### src/rtl/fetch_pkg.sv
// Shared types and constants for the instruction-fetch stage.
//   fetch_state_e : state of the word arriving on instr_i (BOOT/RUN/DROP)
//   if_id_t       : IF/ID pipeline register payload {pc, instr, valid}
//   make_bubble() : builds an invalid IF/ID entry carrying the NOP encoding
package fetch_pkg;

  // BOOT: first fetch after reset, no data yet on instr_i.
  // RUN : instr_i carries the word for ifq_pc.
  // DROP: instr_i carries a wrong-path word fetched before a redirect.
  typedef enum logic [1:0] {
    BOOT = 2'd0,
    RUN  = 2'd1,
    DROP = 2'd2
  } fetch_state_e;

  // Width of PC / imem byte address. The IF/ID payload is sized from this,
  // so fetch_unit's PC_W must stay equal to it.
  localparam int PC_W_DEF = 9;

  // addi x0, x0, 0
  localparam logic [31:0] NOP_INSTR = 32'h0000_0013;

  typedef struct packed {
    logic [PC_W_DEF-1:0] pc;
    logic [31:0]         instr;
    logic                valid;
  } if_id_t;

  function automatic if_id_t make_bubble(input logic [31:0] nop);
    if_id_t b;
    b.pc    = '0;
    b.instr = nop;
    b.valid = 1'b0;
    return b;
  endfunction

endpackage

### src/rtl/if_id_reg.sv
// IF/ID pipeline register.
//   clk   : core clock
//   reset : asynchronous, active-low; loads a bubble
//   load  : capture d
//   flush : replace contents with a bubble (wins over load)
//   d     : candidate entry from the fetch stage
//   q     : current IF/ID contents
// With neither load nor flush the register holds (stall).
module if_id_reg
  import fetch_pkg::*;
#(
  parameter logic [31:0] BUBBLE_INSTR = fetch_pkg::NOP_INSTR
) (
  input  logic   clk,
  input  logic   reset,
  input  logic   load,
  input  logic   flush,
  input  if_id_t d,
  output if_id_t q
);

  always_ff @(posedge clk or negedge reset) begin
    if (!reset) begin
      q <= make_bubble(BUBBLE_INSTR);
    end else if (flush) begin
      q <= make_bubble(BUBBLE_INSTR);
    end else if (load) begin
      q <= d;
    end
  end

endmodule

### src/rtl/fetch_unit.sv
// Instruction-fetch stage of the 5-stage RV32I core.
// Owns the PC, drives the synchronous instruction memory (1-cycle read
// latency) and fills the IF/ID register, squashing wrong-path words after
// a branch redirect.
//   clk, reset      : core clock; asynchronous active-low reset
//   stall_i         : hazard stall, holds PC / fetch / IF/ID
//   pc_sel_i        : branch taken, redirect to br_pc_i (beats stall)
//   br_pc_i         : branch target byte address
//   instr_i         : imem read data for the address presented last cycle
//   imem_addr_o     : imem byte address (= pc)
//   imem_en_o       : imem read enable
//   if_id_pc_o      : PC of the instruction in IF/ID
//   if_id_instr_o   : instruction in IF/ID
//   if_id_valid_o   : IF/ID holds a real instruction
//   bad_target_o    : sticky flag, a redirect target was misaligned/out of range
//   redirect_cnt_o  : saturating count of redirects
module fetch_unit
  import fetch_pkg::*;
#(
  parameter int          PC_W      = fetch_pkg::PC_W_DEF,
  parameter logic [PC_W-1:0] RESET_PC = '0,
  parameter logic [31:0] NOP_INSTR = fetch_pkg::NOP_INSTR,
  parameter int          CNT_W     = 16
) (
  input  logic             clk,
  input  logic             reset,
  input  logic             stall_i,
  input  logic             pc_sel_i,
  input  logic [31:0]      br_pc_i,
  input  logic [31:0]      instr_i,
  output logic [PC_W-1:0]  imem_addr_o,
  output logic             imem_en_o,
  output logic [PC_W-1:0]  if_id_pc_o,
  output logic [31:0]      if_id_instr_o,
  output logic             if_id_valid_o,
  output logic             bad_target_o,
  output logic [CNT_W-1:0] redirect_cnt_o
);

  fetch_state_e    state_q;
  fetch_state_e    state_next;
  logic [PC_W-1:0] pc_q;
  logic [PC_W-1:0] ifq_pc_q;
  logic            bad_target_q;
  logic [CNT_W-1:0] redirect_cnt_q;
  logic            load_id;
  logic            flush_id;
  logic            advance;
  logic            target_out_of_range;
  logic            target_bad;
  logic [PC_W-1:0] target_pc;
  if_id_t          if_id_d;
  if_id_t          if_id_q;

  // Redirect beats stall; only an unstalled, non-redirect cycle advances.
  assign advance   = !pc_sel_i && !stall_i;
  assign target_pc = {br_pc_i[PC_W-1:2], 2'b00};

  // Any set bit above the imem address range makes the target unreachable.
  if (PC_W < 32) begin : g_range
    assign target_out_of_range = |br_pc_i[31:PC_W];
  end else begin : g_full
    assign target_out_of_range = 1'b0;
  end

  assign target_bad = (br_pc_i[1:0] != 2'b00) || target_out_of_range;

  // ---------------------------------------------------------------- FSM
  always_ff @(posedge clk or negedge reset) begin
    if (!reset) begin
      state_q <= BOOT;
    end else begin
      state_q <= state_next;
    end
  end

  always_comb begin
    state_next = state_q;
    if (pc_sel_i) begin
      state_next = DROP;
    end else if (!stall_i) begin
      state_next = RUN;
    end
  end

  // IF/ID control: only a RUN-state word is real; everything else becomes
  // a bubble when the stage moves, and the register holds on stall.
  always_comb begin
    load_id  = 1'b0;
    flush_id = 1'b0;
    if (pc_sel_i) begin
      flush_id = 1'b1;
    end else if (!stall_i) begin
      if (state_q == RUN) begin
        load_id = 1'b1;
      end else begin
        flush_id = 1'b1;
      end
    end
  end

  // ------------------------------------------------------------ PC path
  always_ff @(posedge clk or negedge reset) begin
    if (!reset) begin
      pc_q     <= RESET_PC;
      ifq_pc_q <= '0;
    end else if (pc_sel_i) begin
      pc_q <= target_pc;
    end else if (advance) begin
      pc_q     <= pc_q + PC_W'(4);
      ifq_pc_q <= pc_q;
    end
  end

  // ------------------------------------------------ status / statistics
  always_ff @(posedge clk or negedge reset) begin
    if (!reset) begin
      bad_target_q   <= 1'b0;
      redirect_cnt_q <= '0;
    end else if (pc_sel_i) begin
      if (target_bad) begin
        bad_target_q <= 1'b1;
      end
      if (!(&redirect_cnt_q)) begin
        redirect_cnt_q <= redirect_cnt_q + CNT_W'(1);
      end
    end
  end

  // ---------------------------------------------------------- IF/ID reg
  always_comb begin
    if_id_d.pc    = ifq_pc_q;
    if_id_d.instr = instr_i;
    if_id_d.valid = 1'b1;
  end

  if_id_reg #(
    .BUBBLE_INSTR(NOP_INSTR)
  ) u_if_id (
    .clk  (clk),
    .reset(reset),
    .load (load_id),
    .flush(flush_id),
    .d    (if_id_d),
    .q    (if_id_q)
  );

  // ------------------------------------------------------------ outputs
  // The memory keeps reading RESET_PC while reset is held so the first
  // word is ready as soon as reset releases.
  assign imem_en_o      = !reset || !stall_i || pc_sel_i;
  assign imem_addr_o    = pc_q;
  assign if_id_pc_o     = if_id_q.pc;
  assign if_id_instr_o  = if_id_q.instr;
  assign if_id_valid_o  = if_id_q.valid;
  assign bad_target_o   = bad_target_q;
  assign redirect_cnt_o = redirect_cnt_q;

endmodule
### config.mk
export PLATFORM = sky130hd
export DESIGN_NAME = fetch_unit
export DESIGN_NICKNAME = d
export VERILOG_FILES = /design/src/rtl/fetch_pkg.sv /design/src/rtl/if_id_reg.sv /design/src/rtl/fetch_unit.sv
export SDC_FILE = /design/constraint.sdc
export NUM_CORES = 1
export LEC_CHECK = 0
export CELL_PAD_IN_SITES_DETAIL_PLACEMENT = 1
export CELL_PAD_IN_SITES_GLOBAL_PLACEMENT = 2
export CORE_ASPECT_RATIO = 2
export CORE_MARGIN = 5
export CORE_UTILIZATION = 27
export DETAILED_ROUTE_END_ITERATION = 16
export GPL_TIMING_DRIVEN = 1
export PLACE_DENSITY_LB_ADDON = 0.1
export SLEW_MARGIN = 20
export SYNTH_ARGS = -nofsm -noshare
export SYNTH_HDL_FRONTEND = slang
export SYNTH_SLANG_ARGS = --single-unit
### constraint.sdc
create_clock -name clk -period 2.6 [get_ports clk]
set_input_delay 0.26 -clock clk [delete_from_list [all_inputs] [get_ports clk]]
set_output_delay 0.26 -clock clk [all_outputs]
set_load 0.03 [all_outputs]
==> impl_metrics.py, run 1 <==
metrics = {
    "synth": {
        "ys_seq_area_frac": 0.609,
        "synthDominantCellAreaShare": 0.583,
        "ys_top_cells_by_area": "dfrtp_1 (58%), a22o_1 (10%), xnor2_1 (3.2%)",
        "synth.largest_area_cell": "dfrtp_1",
        "synthDistinctLibCells": 37,
        "synth.avg_cell_area_um2": 12.6,
        "ys_warn_count": 0,
        "ys_seq_elements": 73,
        "synth_area_mm2": 0.00300,
        "syn_inst": 238,
    },
    "finish": {
        "drive_gt1_frac": 0.100,
        "layout_commonest_cell": "clkdlybuf4s50_1",
        "n_antenna_cell": 0,
        "syn_to_final_growth_pct": 60.0,
        "utilization": 0.439,
        "fin_nets": 444,
        "layout_common_cells": "clkdlybuf4s50_1 (131), dfrtp_1 (70), a22o_1 (36)",
    },
    "route": {
        "drc": 0,
        "drtIter0Drc": 40,
        "dr_total_vias": 2442,
        "avgViaCountPerCell": 4.71,
        "drt_pass1_iterations": 3,
        "postRouteAntennaNets": 0,
        "avgRoutedWirePerCell_um": 18.2,
        "wirelength_mm": 9.42,
    },
    "global_routing": {
        "antenna_found_initial": 0,
        "first_global_vias": 2770,
        "grt_pass1_wl_mm": 15.1,
        "gr-total-overflow": 0,
        "grt_max_degree": 74,
        "grt_use_total": 0.144,
    },
    "worst_setup_path": {
        "crit_chain": "ha_1 -> nand4_2 -> o41a_1 -> mux2_4",
        "cp-end-kind": "register",
        "crit_arrival_ns": 2.16,
        "crit_type": "reg2reg",
        "start_kind": "register",
        "crit_family": "compound AO/OA/AOI/OAI gates",
        "path_max_fanout": 9,
        "reg2reg_slack_ns": 0.65,
        "reg2reg_to": "redirect_cnt_o[1]$_DFFE_PN0P_",
        "cp_slowest_cell": "o41a_1",
        "r2r_cells": 4,
        "worstPathRequired_ns": 2.82,
        "timing.rr.start": "redirect_cnt_o[0]$_DFFE_PN0P_",
        "slowest_delay_ns": 0.61,
        "timing.critical_path.buf_inv": 0,
    },
    "clock_tree": {
        "cts_setup_buffers": 0,
        "cts_root_buffer": "clkbuf_16",
        "cts_sinks": 73,
        "clkTransAtPathRegs_ns": 0.06,
        "insertion_delay_ns": 0.33,
        "cts_tree": "done",
        "cts_resized": 0,
        "cts_inserted_buffers": 9,
        "cts_buffer_depth": 2,
        "cts-hold-fix-buffers": 0,
        "h-tree-depth": 3,
    },
    "timing": {
        "worst_pin_slew_ns": 0.949,
        "final_max_slew_viol_count": 0,
        "rsz0062_at_grt": "no",
        "setup_ws_ns": 0.651,
        "holdWs_ns": 0.181,
        "hold_violations": 0,
        "skew_ns": 0.00663,
        "tns_ns": 0,
        "fmax_ghz": 0.513,
        "finalSetupViolCount": 0,
        "max-slew-margin-rel": 0.367,
        "period_needed_ns": 1.95,
        "fin_crit_sh": 0.750,
    },
    "power": {
        "p_leak_nw": 2.03,
        "max-vdd-ir-drop_mv": 0.375,
        "power_mw": 3.37,
        "power_density_mw_per_mm2": 701,
    },
    "floorplan": {
        "die-area_mm2": 0.0135,
        "dieHeight_um": 159,
        "core_mm2": 0.0109,
        "io_pins": 137,
        "start_util": 0.274,
        "rows": 54,
        "die_w_um": 84.6,
    },
    "run": {
        "drv_cap": 0,
    },
    "place": {
        "dpl.hpwl_mm": 7.19,
        "place.gp.congestion": 0.735,
        "port_buffers": 132,
        "pre_cts_ws_ns": 0.625,
    },
    "run_status": {
        "status": "complete, no violations",
    },
    "hold_path": {
        "hp-class": "in2async",
    },
}
[cell type report]
class	count	area, µm²
Tap cell	140	175
Sequential cell	73	1830
Timing Repair Buffer	137	1360
Multi-Input combinational cell	151	1110
Clock inverter	6	91.3
Inverter	2	7.51
Fill cell	1201	6140
Clock buffer	10	239
[report_power, final]
group / switching, mW / internal (mW) / leakage (nW)
sequential: 0.136 / 1.24 / 0.960
clock: 0.480 / 0.867 / 0.151
combinational: 0.326 / 0.323 / 0.923
total: 0.942 / 2.43 / 2.03
[logic make-up after synthesis]
kind of cell    count (synthesis)  synth area share
flops                          73             0.609
mux                             9            0.0346
simple gates                   65             0.120
other cells                     1           0.00125
compound gates                 50             0.135
xor+xnor                       21            0.0612
buf+inv                        17            0.0300
fa+ha+maj                       2           0.00833
[registers in the layout, summed over array words and instances (netlist names)]
name	count
bad_target_o	1
ifq_pc_q	7
imem_addr_o	7
redirect_cnt_o	16
state_q	2
u_if_id.q	40
[worst max path at each step]
stage / start / endpoint / slack, ns / cells after the start
after floorplan: redirect_cnt_o[0]$_DFFE_PN0P_ / redirect_cnt_o[1]$_DFFE_PN0P_ / 0.67 / 5
after global placement: redirect_cnt_o[0]$_DFFE_PN0P_ / redirect_cnt_o[1]$_DFFE_PN0P_ / 0.63 / 4
after detailed placement: pc_sel_i / u_if_id.q[10]$_DFFE_PN0P_ / 0.63 / 5
after CTS: redirect_cnt_o[0]$_DFFE_PN0P_ / redirect_cnt_o[1]$_DFFE_PN0P_ / 0.63 / 4
after global routing: redirect_cnt_o[0]$_DFFE_PN0P_ / redirect_cnt_o[1]$_DFFE_PN0P_ / 0.52 / 4
final: redirect_cnt_o[0]$_DFFE_PN0P_ / redirect_cnt_o[1]$_DFFE_PN0P_ / 0.65 / 4
[stage by stage]
stage	cell area, µm²	std cells
after global routing	4810	519
after global placement	4480	503
after floorplan	3020	241
final	4810	519
after CTS	4810	519
after detailed placement	4480	503
[cells in the mapped netlist, drive strengths merged]
| cell | number |
|---|---|
| nor3 | 3 |
| nand4 | 11 |
| o22a | 3 |
| nand2 | 19 |
| nand3 | 6 |
| and3 | 3 |
| buf | 10 |
| nor4b | 1 |
| mux2i | 1 |
| xnor2 | 11 |
| dfstp | 3 |
| o41a | 1 |
| o2111ai | 1 |
| or3 | 1 |
| o21ai | 8 |
| clkbuf | 5 |
| nand2b | 1 |
| nand3b | 1 |
| a21oi | 1 |
| nor2b | 5 |
| xor2 | 10 |
| inv | 2 |
| nor4 | 9 |
| nor2 | 4 |
| dfrtp | 70 |
| and4 | 1 |
| mux2 | 8 |
| conb | 1 |
| ha | 2 |
| a22o | 36 |
[metal layers]
layer  global-route usage  up-vias  share of wire
met5                    0        -              0
met4               0.0620        0          0.025
met3               0.0337       15          0.042
met2                0.270       71           0.58
met1                0.147     1222           0.35
li1                     -     1134              -
(Power assumes the default switching activity.)
==> run 2, diff against run 1 <==
- CORE_UTILIZATION: 27 -> 25
- clock period: 2.6 -> 1.94 ns (I/O delays scaled with it)
==> impl_metrics.py, run 2 (synthesis results as in run 1) <==
metrics = {
    "power": {
        "max-vdd-ir-drop_mv": 0.767,
        "power_density_mw_per_mm2": 952,
        "internal_power_mw": 3.43,
        "pwr-share-clk": 0.408,
        "p_leak_nw": 2.11,
        "p_switching_mw": 1.26,
        "p_comb_frac": 0.209,
        "switching_share": 0.269,
        "seq_power_share": 0.384,
        "power_mw": 4.69,
    },
    "floorplan": {
        "start_util": 0.255,
        "core_mm2": 0.0118,
        "rows": 56,
        "io_pins": 137,
        "dieHeight_um": 165,
        "die-area_mm2": 0.0144,
        "die_w_um": 87.5,
    },
    "finish": {
        "n_fill_cell": 1273,
        "largest_reg_flops": 40,
        "largest_register": "u_if_id.q",
        "layout_common_cells": "clkdlybuf4s50_1 (131), dfrtp_1 (70), a22o_1 (36)",
        "syn_to_final_growth_pct": 63.8,
        "layout_commonest_cell": "clkdlybuf4s50_1",
        "utilization": 0.418,
        "drive_gt1_frac": 0.123,
        "n_antenna_cell": 0,
        "fin_nets": 455,
    },
    "timing": {
        "skew_ns": 0.00737,
        "max-slew-margin-rel": 0.356,
        "fmax_ghz": 0.537,
        "worst_pin_slew_ns": 0.965,
        "tns_ns": 0,
        "rsz0062_at_grt": "no",
        "fin_crit_sh": 0.959,
        "period_needed_ns": 1.86,
        "holdWs_ns": 0.104,
        "hold_violations": 0,
        "finalSetupViolCount": 0,
        "setup_ws_ns": 0.0794,
        "final_max_slew_viol_count": 0,
    },
    "route": {
        "wirelength_mm": 9.63,
        "postRouteAntennaNets": 0,
        "drtIter0Drc": 61,
        "avgViaCountPerCell": 4.62,
        "drt_pass1_iterations": 4,
        "drc": 0,
        "avgRoutedWirePerCell_um": 18.0,
        "dr_total_vias": 2471,
    },
    "place": {
        "place.gp.congestion": 0.723,
        "pre_cts_ws_ns": 0.0919,
        "dpl.hpwl_mm": 7.22,
        "port_buffers": 132,
    },
    "clock_tree": {
        "cts_inserted_buffers": 9,
        "cts_tree": "done",
        "cts_root_buffer": "clkbuf_16",
        "clkTransAtPathRegs_ns": 0.06,
        "cts_sinks": 73,
        "cts_buffer_depth": 2,
        "cts_resized": 0,
        "insertion_delay_ns": 0.33,
        "h-tree-depth": 3,
        "cts-hold-fix-buffers": 0,
        "cts_setup_buffers": 0,
    },
    "worst_setup_path": {
        "cp_slowest_cell": "o41a_1",
        "start_kind": "register",
        "timing.critical_path.buf_inv": 0,
        "crit_type": "reg2reg",
        "crit_family": "compound AO/OA/AOI/OAI gates",
        "worstSetupStartpoint": "redirect_cnt_o[1]$_DFFE_PN0P_",
        "crit_end": "redirect_cnt_o[1]$_DFFE_PN0P_",
        "reg2reg_to": "redirect_cnt_o[1]$_DFFE_PN0P_",
        "path_max_fanout": 9,
        "r2r_cells": 4,
        "cp-end-kind": "register",
        "crit_arrival_ns": 2.07,
        "crit_chain": "ha_1 -> nand4_2 -> o41a_1 -> mux2_4",
        "worstPathRequired_ns": 2.15,
        "slowest_delay_ns": 0.60,
        "critical_path_depth": 4,
        "reg2reg_slack_ns": 0.08,
        "timing.rr.start": "redirect_cnt_o[1]$_DFFE_PN0P_",
    },
    "global_routing": {
        "gr-total-overflow": 0,
        "grt_pass1_wl_mm": 14.9,
        "grt_max_degree": 74,
        "first_global_vias": 2784,
        "antenna_found_initial": 0,
        "grt_use_total": 0.136,
    },
    "hold_path": {
        "hp-class": "in2async",
    },
    "run_status": {
        "status": "complete, no violations",
    },
    "run": {
        "drv_cap": 0,
    },
}
run 2: per-stage QoR:
stage / instances / area [µm²]
after floorplan: 241 / 3020
after global placement: 519 / 4580
after detailed placement: 519 / 4580
after CTS: 535 / 4920
after global routing: 535 / 4920
final: 535 / 4920
run 2: per-layer routing:
metal  wire (µm)  vias to the layer above  GRT usage
met1        3370                     1228      0.141
met2        5510                       71      0.249
li1            -                     1159          -
met5           0                        -          0
met4         185                        0     0.0517
met3         557                       13     0.0414
run 2: area by class of cell:
class	instances	area (µm²)	area share
sequential	73	1830	0.372
timing repair buffer	148	1450	0.295
multi-input combinational	151	1110	0.225
clock buffer	11	243	0.0493
tap	145	181	0.0369
clock inverter	5	103	0.0208
inverter	2	7.51	0.00153
run 2: power groups by stage:
stage                     Clock [mW]  Sequential (mW)  Combinational, mW
after detailed placement           0             1.83              0.988
after CTS                       1.98             1.80              0.997
after global placement             0             1.83              0.978
final                           1.91             1.80              0.978
after floorplan                    0             2.02              0.255
after global routing            2.05             1.82               1.04
run 2: worst min path at each step:
| stage | cells past startpoint | slack (ns) | startpoint | endpoint |
|---|---|---|---|---|
| floorplan | 0 | -0.10 | reset | bad_target_o$_DFFE_PN0P_ |
| global placement | 1 | 0.45 | bad_target_o$_DFFE_PN0P_ | bad_target_o$_DFFE_PN0P_ |
| detailed placement | 1 | 0.46 | bad_target_o$_DFFE_PN0P_ | bad_target_o$_DFFE_PN0P_ |
| CTS | 2 | 0.18 | reset | redirect_cnt_o[8]$_DFFE_PN0P_ |
| global route | 2 | 0.21 | reset | u_if_id.q[13]$_DFFE_PN0P_ |
| finish | 2 | 0.10 | reset | u_if_id.q[15]$_DFFE_PN0P_ |
==> run 3, diff against run 2 <==
- PLACE_DENSITY: unset -> 0.81
- PLACE_DENSITY_LB_ADDON: 0.1 -> unset
==> impl_metrics.py, run 3 (synthesis results as in run 1) <==
metrics = {
    "place": {
        "port_buffers": 132,
        "place.gp.congestion": 0.809,
        "place_inst": 515,
        "dpl.hpwl_mm": 7.23,
        "pre_cts_ws_ns": 0.0946,
    },
    "timing": {
        "setup_ws_ns": 0.151,
        "hold_violations": 0,
        "tns_ns": 0,
        "final_max_slew_viol_count": 0,
        "worst_pin_slew_ns": 0.919,
        "fmax_ghz": 0.559,
        "period_needed_ns": 1.79,
        "max-slew-margin-rel": 0.387,
        "fin_crit_sh": 0.922,
        "finalSetupViolCount": 0,
        "skew_ns": 0.00719,
        "rsz0062_at_grt": "no",
        "holdWs_ns": 0.114,
    },
    "route": {
        "wirelength_mm": 9.44,
        "drt_pass1_iterations": 4,
        "drc": 0,
        "dr_total_vias": 2486,
        "avgRoutedWirePerCell_um": 17.8,
        "avgViaCountPerCell": 4.68,
        "drtIter0Drc": 32,
        "postRouteAntennaNets": 0,
    },
    "finish": {
        "largest_register": "u_if_id.q",
        "layoutNonFillerInstCount": 531,
        "layout_commonest_cell": "clkdlybuf4s50_1",
        "syn_to_final_growth_pct": 61.8,
        "layout_common_cells": "clkdlybuf4s50_1 (131), dfrtp_1 (70), a22o_1 (36)",
        "n_antenna_cell": 0,
        "fin_nets": 451,
        "largest_reg_flops": 40,
        "drive_gt1_frac": 0.117,
    },
    "power": {
        "power_mw": 4.51,
        "p_leak_nw": 2.07,
        "max-vdd-ir-drop_mv": 0.555,
        "power_density_mw_per_mm2": 928,
    },
    "worst_setup_path": {
        "path_max_fanout": 9,
        "cp-end-kind": "register",
        "crit_arrival_ns": 2.00,
        "worstPathRequired_ns": 2.15,
        "crit_type": "reg2reg",
        "start_kind": "register",
        "reg2reg_slack_ns": 0.15,
    },
    "clock_tree": {
        "cts_tree": "done",
        "cts_inserted_buffers": 9,
        "cts_buffer_depth": 2,
        "h-tree-depth": 3,
        "cts-hold-fix-buffers": 0,
        "cts_setup_buffers": 0,
        "cts_root_buffer": "clkbuf_16",
        "cts_resized": 0,
        "cts_sinks": 73,
        "clkTransAtPathRegs_ns": 0.06,
        "insertion_delay_ns": 0.33,
    },
    "floorplan": {
        "rows": 56,
        "io_pins": 137,
        "start_util": 0.255,
        "dieHeight_um": 165,
        "die-area_mm2": 0.0144,
        "die_w_um": 87.5,
        "core_mm2": 0.0118,
    },
    "global_routing": {
        "gr-total-overflow": 0,
        "grt_use_total": 0.132,
        "first_global_vias": 2861,
        "antenna_found_initial": 0,
        "grt_pass1_wl_mm": 14.6,
        "grt_max_degree": 74,
    },
    "run": {
        "drv_cap": 0,
    },
    "run_status": {
        "status": "complete, no violations",
    },
    "hold_path": {
        "hp-class": "in2async",
    },
}
[run 3: cell count changes in the layout (fill, tap and decap cells not counted)]
cell and change:
buf_4 -4, clkinv_2 -1, clkbuf_1 -1, bufinv_16 -2, clkinvlp_4 -1, clkinv_4 +2
inv_6 +3
[run 3: final timing paths]
check,startpoint,end,cells past startpoint
max in group asynchronous,reset,redirect_cnt_o[2]$_DFFE_PN0P_,2
max reg2reg,redirect_cnt_o[0]$_DFFE_PN0P_,redirect_cnt_o[1]$_DFFE_PN0P_,4
max,redirect_cnt_o[0]$_DFFE_PN0P_,redirect_cnt_o[1]$_DFFE_PN0P_,4
min,reset,u_if_id.q[35]$_DFFE_PN0P_,2
min reg2reg,bad_target_o$_DFFE_PN0P_,bad_target_o$_DFFE_PN0P_,1
min in group clk,instr_i[4],u_if_id.q[5]$_DFFE_PN1P_,2
[run 3: report_power, final]
part	internal (mW)	switching [mW]
Combinational	0.500	0.498
Sequential	1.66	0.137
Clock	1.05	0.671
[run 3: layout make-up]
type,count,area [µm²]
clock buffer,10,239
clock inverter,6,73.8
fill,1281,6910
inverter,2,7.51
multi-input combinational,151,1110
sequential,73,1830
tap,145,181
timing repair buffer,144,1420
[run 3: worst max-delay path: stages (launching register included)]
cell and delay [ns]:
dfrtp_1 0.35, ha_1 0.20, nand4_2 0.16, o41a_1 0.61, mux2_4 0.35
[run 3: metal layers]
layer | wire, µm | share of wire | up-vias | global-route usage
li1 | - | - | 1154 | -
met2 | 5410 | 0.57 | 80 | 0.252
met3 | 493 | 0.052 | 13 | 0.0300
met4 | 227 | 0.024 | 0 | 0.0559
met5 | 0 | 0 | - | 0
met1 | 3310 | 0.35 | 1239 | 0.133
[run 3: stage by stage]
stage               utilization  area, µm²
finish                    0.413       4860
global route              0.413       4860
CTS                       0.413       4860
detailed placement        0.386       4550
global placement          0.386       4550
floorplan                     -       3020
